<file path="src/rtl/clock_pkg.sv">
// rtl/clock_pkg.sv - shared state encoding, default timing and width helper for the clock blocks
package clock_pkg;

   // Top-level mode of the clock: counting time or editing it
   typedef enum logic {
      ST_RUN = 1'b0,
      ST_SET = 1'b1
   } state_t;

   localparam int DEF_DEBOUNCE_CYCLES = 16;
   localparam int DEF_CLK_PER_MIN     = 6000;
   localparam int DEF_REPEAT_DELAY    = 500;
   localparam int DEF_REPEAT_PERIOD   = 100;
   localparam int DEF_SET_TIMEOUT     = 10000;

   // Width of a counter that runs 0..n-1, never narrower than one bit
   function automatic int cnt_w(input int n);
      return (n > 1) ? $clog2(n) : 1;
   endfunction

endpackage

</file>
<file path="src/rtl/btn_debounce.sv">
// rtl/btn_debounce.sv - button synchroniser, debouncer and registered press pulse
module btn_debounce
   import clock_pkg::*;
#(
   parameter int DEBOUNCE_CYCLES = DEF_DEBOUNCE_CYCLES
) (
   input  logic clk,
   input  logic rst,
   input  logic btn_raw,
   output logic level,
   output logic press
);

   localparam int             CW       = cnt_w(DEBOUNCE_CYCLES);
   localparam logic [CW-1:0]  CNT_LAST = CW'(DEBOUNCE_CYCLES - 1);

   logic          sync1;
   logic          sync2;
   logic          level_q;
   logic [CW-1:0] cnt;

   // Two-flop synchroniser for the asynchronous button input
   always_ff @(posedge clk or negedge rst) begin
      if (!rst) begin
         sync1 <= 1'b0;
         sync2 <= 1'b0;
      end else begin
         sync1 <= btn_raw;
         sync2 <= sync1;
      end
   end

   // Level only follows the synced input after it has disagreed for DEBOUNCE_CYCLES cycles in a row
   always_ff @(posedge clk or negedge rst) begin
      if (!rst) begin
         cnt   <= '0;
         level <= 1'b0;
      end else if (sync2 != level) begin
         if (cnt == CNT_LAST) begin
            level <= sync2;
            cnt   <= '0;
         end else begin
            cnt <= cnt + 1'b1;
         end
      end else begin
         cnt <= '0;
      end
   end

   // One-cycle pulse on each rising edge of the debounced level
   always_ff @(posedge clk or negedge rst) begin
      if (!rst) begin
         level_q <= 1'b0;
         press   <= 1'b0;
      end else begin
         level_q <= level;
         press   <= level & ~level_q;
      end
   end

endmodule

</file>
<file path="src/rtl/time_set_ctrl.sv">
// rtl/time_set_ctrl.sv - RUN/SET mode control, minute prescaler and add strobes; optional TIME_SET_AUTO_REPEAT_EN
module time_set_ctrl
   import clock_pkg::*;
#(
   parameter int DEBOUNCE_CYCLES = DEF_DEBOUNCE_CYCLES,
   parameter int CLK_PER_MIN     = DEF_CLK_PER_MIN,
   parameter int REPEAT_DELAY    = DEF_REPEAT_DELAY,
   parameter int REPEAT_PERIOD   = DEF_REPEAT_PERIOD,
   parameter int SET_TIMEOUT     = DEF_SET_TIMEOUT
) (
   input  logic clk,
   input  logic rst,
   input  logic btn_mode,
   input  logic btn_inc,
   output logic add,
   output logic minute,
   output logic modify,
   output logic blink
);

   localparam int             PW        = cnt_w(CLK_PER_MIN);
   localparam int             TW        = cnt_w(SET_TIMEOUT);
   localparam int             BW        = cnt_w(REPEAT_PERIOD);
   localparam logic [PW-1:0]  PRE_LAST  = PW'(CLK_PER_MIN - 1);
   localparam logic [TW-1:0]  TMO_LAST  = TW'(SET_TIMEOUT - 1);
   localparam logic [BW-1:0]  BLK_LAST  = BW'(REPEAT_PERIOD - 1);

   logic          unused_mode_level;
   logic          mode_press;
   logic          inc_level;
   logic          inc_press;

   state_t        state;
   state_t        state_next;
   logic          add_next;
   logic          minute_next;
   logic          stay_set;
   logic          stay_run;

   logic [PW-1:0] pre;
   logic [TW-1:0] tmo;
   logic [BW-1:0] blk_cnt;
   logic          rep_fire;

   btn_debounce #(
      .DEBOUNCE_CYCLES (DEBOUNCE_CYCLES)
   ) u_mode_btn (
      .clk     (clk),
      .rst     (rst),
      .btn_raw (btn_mode),
      .level   (unused_mode_level),
      .press   (mode_press)
   );

   btn_debounce #(
      .DEBOUNCE_CYCLES (DEBOUNCE_CYCLES)
   ) u_inc_btn (
      .clk     (clk),
      .rst     (rst),
      .btn_raw (btn_inc),
      .level   (inc_level),
      .press   (inc_press)
   );

   assign stay_set = (state == ST_SET) && (state_next == ST_SET);
   assign stay_run = (state == ST_RUN) && (state_next == ST_RUN);

   // Mode transitions and strobe decisions; a mode press always beats an inc press or a prescaler wrap
   always_comb begin
      state_next  = state;
      add_next    = 1'b0;
      minute_next = 1'b0;
      case (state)
         ST_RUN: begin
            if (mode_press) begin
               state_next = ST_SET;
            end else if (pre == PRE_LAST) begin
               minute_next = 1'b1;
            end
         end
         ST_SET: begin
            if (mode_press || (tmo == TMO_LAST)) begin
               state_next = ST_RUN;
            end else if (inc_press || rep_fire) begin
               add_next = 1'b1;
            end
         end
      endcase
   end

   // Mode state register
   always_ff @(posedge clk or negedge rst) begin
      if (!rst) begin
         state <= ST_RUN;
      end else begin
         state <= state_next;
      end
   end

   // Registered strobes and mode level
   always_ff @(posedge clk or negedge rst) begin
      if (!rst) begin
         add    <= 1'b0;
         minute <= 1'b0;
         modify <= 1'b0;
      end else begin
         add    <= add_next;
         minute <= minute_next;
         modify <= (state_next == ST_SET);
      end
   end

   // Minute prescaler runs only while staying in RUN, so an edit restarts the minute from zero
   always_ff @(posedge clk or negedge rst) begin
      if (!rst) begin
         pre <= '0;
      end else if (stay_run) begin
         pre <= (pre == PRE_LAST) ? '0 : pre + 1'b1;
      end else begin
         pre <= '0;
      end
   end

   // Idle timer in SET; any increment activity counts as user activity
   always_ff @(posedge clk or negedge rst) begin
      if (!rst) begin
         tmo <= '0;
      end else if (stay_set) begin
         tmo <= (inc_press || rep_fire) ? '0 : tmo + 1'b1;
      end else begin
         tmo <= '0;
      end
   end

   // Display blanking square wave in SET, forced low in RUN
   always_ff @(posedge clk or negedge rst) begin
      if (!rst) begin
         blk_cnt <= '0;
         blink   <= 1'b0;
      end else if (stay_set) begin
         if (blk_cnt == BLK_LAST) begin
            blk_cnt <= '0;
            blink   <= ~blink;
         end else begin
            blk_cnt <= blk_cnt + 1'b1;
         end
      end else begin
         blk_cnt <= '0;
         blink   <= 1'b0;
      end
   end

`ifdef TIME_SET_AUTO_REPEAT_EN
   localparam int             RW      = (REPEAT_DELAY > REPEAT_PERIOD) ? cnt_w(REPEAT_DELAY)
                                                                       : cnt_w(REPEAT_PERIOD);
   localparam logic [RW-1:0]  RD_LAST = RW'(REPEAT_DELAY - 1);
   localparam logic [RW-1:0]  RP_LAST = RW'(REPEAT_PERIOD - 1);

   logic [RW-1:0] rep_cnt;
   logic          rep_active;
   logic          rep_first_done;

   assign rep_fire = rep_active && (state == ST_SET) && inc_level &&
                     (rep_first_done ? (rep_cnt == RP_LAST) : (rep_cnt == RD_LAST));

   // Auto-repeat timer armed by a press in SET, disarmed on release or leaving SET
   always_ff @(posedge clk or negedge rst) begin
      if (!rst) begin
         rep_cnt        <= '0;
         rep_active     <= 1'b0;
         rep_first_done <= 1'b0;
      end else if (!stay_set || !inc_level) begin
         rep_cnt        <= '0;
         rep_active     <= 1'b0;
         rep_first_done <= 1'b0;
      end else if (inc_press) begin
         rep_cnt        <= '0;
         rep_active     <= 1'b1;
         rep_first_done <= 1'b0;
      end else if (rep_active) begin
         if (rep_fire) begin
            rep_cnt        <= '0;
            rep_first_done <= 1'b1;
         end else begin
            rep_cnt <= rep_cnt + 1'b1;
         end
      end
   end
`else
   localparam int unused_repeat_delay = REPEAT_DELAY;
   logic          unused_inc_level;

   assign rep_fire         = 1'b0;
   assign unused_inc_level = inc_level;
`endif

endmodule

</file>
<file path="config.mk">
export PLATFORM = sky130hd
export DESIGN_NAME = time_set_ctrl
export DESIGN_NICKNAME = d
export VERILOG_FILES = /design/src/rtl/clock_pkg.sv /design/src/rtl/btn_debounce.sv /design/src/rtl/time_set_ctrl.sv
export SDC_FILE = /design/constraint.sdc
export NUM_CORES = 1
export LEC_CHECK = 0
export BUFFER_PORTS_ARGS = -buffer_cell sky130_fd_sc_hd__buf_2
export CORE_MARGIN = 5
export CORE_UTILIZATION = 60
export CTS_CLUSTER_SIZE = 16
export DETAILED_ROUTE_END_ITERATION = 12
export GPL_TIMING_DRIVEN = 1
export PLACE_DENSITY = 0.79
export SYNTH_ARGS = -nofsm -noshare
export SYNTH_HDL_FRONTEND = slang
export SYNTH_HIERARCHICAL = 1
export SYNTH_SLANG_ARGS = --single-unit
</file>
<file path="constraint.sdc">
create_clock -name clk -period 2.15 [get_ports clk]
set_input_delay 0.43 -clock clk [delete_from_list [all_inputs] [get_ports clk]]
set_output_delay 0.43 -clock clk [all_outputs]
set_load 0.02 [all_outputs]
</file>
### Yosys cells after proc, flatten, opt, wreduce, memory -nomap -nowiden

Index checks and enable logic that the tools add are counted.

* bits in registers: 56
* bits of input ports: 4
* output and inout bits: 4

* add/subtract/negate cells: 5
* equality and inequality tests: 8
* muxes and demuxes: 21
* bitwise logic cells: 7
* reduce and logical (&&, ||, !) cells: 5

Operators with widths (count)
* two-way mux 14 bit: 2
* two-way mux 13 bit: 2
* two-way mux 4 bit: 4
* adder 14 x 1 -> 14 bit (second input constant): 1
* equality test 14 bit (second input constant): 1
* two-way mux 7 bit: 2
* adder 13 x 1 -> 13 bit (second input constant): 1
* equality test 13 bit (second input constant): 1
* two-way mux 1 bit: 10
* adder 4 x 1 -> 4 bit (second input constant): 2
* equality test 4 bit (second input constant): 2
* adder 7 x 1 -> 7 bit (second input constant): 1
* equality test 7 bit (second input constant): 1
* inverter 1 bit: 5
* AND reduction 2 bit: 2
* AND 1 bit: 2
* logical AND 1 bit: 2
* != test 1 bit: 2
* != test 2 x 1 -> 1 bit (second input constant): 1
* one-hot mux 1 bit (2 select lines): 1
* logical OR 1 bit: 1

### Logic depth before layout (Yosys ltp)

* word-level depth: 7
* mapped depth: 6

### Cells and area by module

The synthesis kept the hierarchy.

Modules (own cells, without submodules)
* time_set_ctrl: times used 1, cells each 168, area each 1739.2 um2, seq. area each 950.9 um2
* btn_debounce: times used 2, cells each 21, area each 326.6 um2, seq. area each 225.2 um2

### Worst setup path before layout

Ideal clock, no wire load.

* kind: register -> register
* from: register tmo[6]
* to: register tmo[10]
* library setup time: 119 ps
* arrival time: 1663 ps
* setup slack: 368 ps
* stages on the path, launching flop included: 6
* buffers on the path: 1
* clock period less this slack: 1782 ps
* path through: dfrtp_1 or4b_1 o41a_1 nand2b_2 buf_6 nor2_1

* word-level cells in the longest chain between the ends: 6
* elaborated cells on any way between the ends: 8
* classes of those cells: add/sub: 1; eq/ne: 1; mux: 4; reduce/logical: 2

RTL lines
* from (decl): RTL line time_set_ctrl.sv:41 `logic [TW-1:0] tmo;`
* from (signal assigned): RTL line time_set_ctrl.sv:129 `tmo <= (inc_press || rep_fire) ? '0 : tmo + 1'b1;`
* parallel branches: the longest is 5 deep, another holds adder 14 x 1 -> 14 bit
* two-way mux 14 bit *: RTL line time_set_ctrl.sv:128 `end else if (stay_set) begin`

Every way passes the cells marked *.
A chain may end at the register's enable or synchronous reset.

### Final worst setup path

* from: register tmo[6]
* to: register tmo[3]

* word-level cells in the longest chain between the ends: 6

RTL lines
* equality test 14 bit: RTL line time_set_ctrl.sv:82 `if (mode_press || (tmo == TMO_LAST)) begin`
* logical OR 1 bit: RTL line time_set_ctrl.sv:82
* two-way mux 1 bit: RTL line time_set_ctrl.sv:82
* one-hot mux 1 bit (2 select lines): RTL line time_set_ctrl.sv:73 `case (state)`
* logical AND 1 bit: RTL line time_set_ctrl.sv:65 `assign stay_set = (state == ST_SET) && (state_next == ST_SET);`
* two-way mux 14 bit: RTL line time_set_ctrl.sv:128

Every way passes these cells.

==> flow_summary.yaml <==
floorplan:
  die-area_mm2: 0.00535
  core_mm2: 0.00394
  fp.dieW_um: 73.1
  fp.dieH_um: 73.1
  ios: 8
  placementRows: 23
  start_util: 0.607
placed_design:
  placed_area_mm2: 0.00249
  place_hpwl_um: 2580
  dp.cells: 265
  port_buffers: 7
  gp_congestion: 0.783
route:
  firstDrtPassIters: 4
  ant_nets: 0
  vias_per_cell: 5.49
  wl_um: 3610
  drc_errors: 0
  vias: 1494
  wire_per_inst_um: 13.3
  drt_iter0_markers: 93
clocking:
  clk_pin_slew_ns: 0.09
  cts_buffers: 5
  cts_tree: "yes"
  hold_buffers: 0
  cts_resized: 0
  post_cts.repair.setup_buffers: 0
  insertion_delay_ns: 0.31
  clock-root-buffer: "clkbuf_8"
  clk_path_buf_depth: 2
  cts_max_level: 2
  clkSinkCount: 56
layout:
  regArea_mm2: 0.00140
  syn2layout_area_growth_pct: 8.16
  nets: 231
  antennaDiodeCount: 0
  drive_above_1_share: 0.0901
  n_fill_cell: 308
  finalNonFillerCells: 272
  finalInstanceArea_mm2: 0.00259
  multi_input_area_um2: 957
timing:
  slew_viol_final: 0
  finClkSkew_ns: 0.00941
  max_freq_mhz: 527
  slew_headroom: 0.688
  finalSetupViolations: 0
  tns_ns: 0
  rsz0062_at_grt: "false"
  tightest_slew_ns: 0.468
  hold_viol: 0
  layout_min_cycle_time_ns: 1.90
  fin_crit_sh: 0.882
pwr:
  p_int_mw: 1.52
  combinationalPowerShare: 0.099
  p_leak_nw: 1.17
  switching_share: 0.256
  ir_drop_v: 0.000418
  power_switching_mw: 0.522
  power_density_mw_per_mm2: 787
  clockPowerShare: 0.296
  p_seq_frac: 0.605
yosys:
  yosys-top-cells-area: "dfrtp_1 (59%), xnor2_1 (8.1%), nor2_1 (6.1%)"
  synth_top_flop_cell: "dfrtp_1"
  avgSynthCellArea_um2: 11.4
  ys_types: 29
  yosysMostFrequentCell: "dfrtp_1"
  postSynthCellCount: 210
  async_flop_share: 1.00
  syn_nets: 219
  ys_ff_latch: 56
  synth_top_area_share: 0.586
  synth_top_cell_by_area: "dfrtp_1"
  ys_warn_count: 6
  syn_area_mm2: 0.00239
  yosysSeqAreaShare: 0.586
  synth_edf_count: 0
  synth_commonest_cells: "dfrtp_1 (56), nor2_1 (39), xnor2_1 (22)"
worst_hold_path:
  hold_path_class: "in -> async"
grt:
  grt_max_degree: 37
  grt_first_pass_wirelength_um: 6440
  antenna_found_initial: 0
  grt_usage: 0.159
  grt_pass1_vias: 1467
  overflow: 0
worst_setup_path:
  worstSetupPathType: "reg -> reg"
  slowest_stage: "or4b_1"
  required_ns: 2.34
  worstPathMaxFanout: 14
  worst-r2r-setup-slack_ns: 0.25
  cp_data_arrival_time_ns: 2.09
  cpPeakStageDelay_ns: 0.52
  cp-end-kind: "flip-flop"
  cp-start-kind: "flip-flop"
  cp_cell_sequence: "or4b_1 -> o41a_1 -> nand2b_2 -> nor2_1"
status:
  status: "complete, no violations"
flow_run:
  max_cap_violations: 0
-- kinds of logic after synthesis --
logic type / count (synthesis) / share of synthesized area
AO/OA/AOI/OAI: 8 / 0.0267
XOR/XNOR: 33 / 0.121
adder cells (fa/ha/maj): 5 / 0.0262
buffers and inverters: 7 / 0.0141
flip-flops: 56 / 0.586
multiplexers: 2 / 0.0126
AND/OR/NAND/NOR: 99 / 0.214
-- critical path, delay by kind of cell (launching register included) --
family,cells,cell delay (ns)
compound gates,1,0.49
simple gates,3,0.86
flops,1,0.42
-- metal layers --
layer	GRT usage	vias up	wire [um]
met5	0	-	0
met4	0.0820	0	97
met3	0.0496	9	164
met2	0.244	23	1660
met1	0.202	731	1690
li1	-	731	-
-- cell type report --
class	instances	share of cell area
Clock buffer	7	0.0372
Inverter	4	0.00580
Multi-Input combinational cell	147	0.370
Sequential cell	56	0.542
Tap cell	50	0.0242
Timing Repair Buffer	8	0.0213
-- registers in the layout, indices dropped and copies added, names as in the netlist --
register            flops
tmo                    14
pre                    13
blk_cnt                 7
u_inc_btn/cnt           4
u_mode_btn/cnt          4
add                     1
blink                   1
minute                  1
modify                  1
u_inc_btn/level         1
u_inc_btn/level_q       1
u_inc_btn/press         1
u_inc_btn/sync1         1
u_inc_btn/sync2         1
u_mode_btn/level        1
u_mode_btn/level_q      1
u_mode_btn/press        1
u_mode_btn/sync1        1
u_mode_btn/sync2        1
-- power by group through the flow --
stage | Sequential, mW | Combinational (mW) | Clock (mW)
after floorplan | 1.21 | 0.175 | 0
after global placement | 1.25 | 0.199 | 0
after detailed placement | 1.25 | 0.207 | 0
after CTS | 1.23 | 0.209 | 0.622
after global routing | 1.25 | 0.235 | 0.664
final | 1.23 | 0.202 | 0.602
-- path summary, 6_finish.rpt --
kind,startpoint,endpoint,cells after the start
max,tmo[6],tmo[3],4
min,rst,pre[5],1
max reg2reg,tmo[6],tmo[3],4
min reg2reg,u_mode_btn/sync1,u_mode_btn/sync2,0
max in group asynchronous,rst,tmo[1],2
min in group clk,btn_mode,u_mode_btn/sync1,1
-- stage by stage --
stage                     utilization  power, mW  hold WS, ns  setup slack (ns)
after floorplan                     -       1.39        0.134             0.368
after global placement          0.632       1.45        0.335             0.292
after detailed placement        0.632       1.46        0.340             0.261
after CTS                       0.656       2.06       0.0642             0.244
after global routing            0.656       2.15       0.0889             0.159
final                           0.656       2.04       0.0564             0.253
-- layout by cell type (no fill, tap or decap), types with 4 or more instances in the layout --
cell | synthesis | layout
buf_2 | 0 | 7
inv_1 | 4 | 4
clkbuf_8 | 0 | 7
xor2_1 | 11 | 11
xnor2_1 | 22 | 22
ha_1 | 5 | 5
nand4_1 | 10 | 10
and3_1 | 7 | 7
nor2_1 | 39 | 39
dfrtp_1 | 56 | 56
nand2_1 | 7 | 7
nor3_1 | 7 | 7
nand3_1 | 9 | 9
nor2b_1 | 5 | 5
No activity file was read; power rests on OpenSTA's default activity.
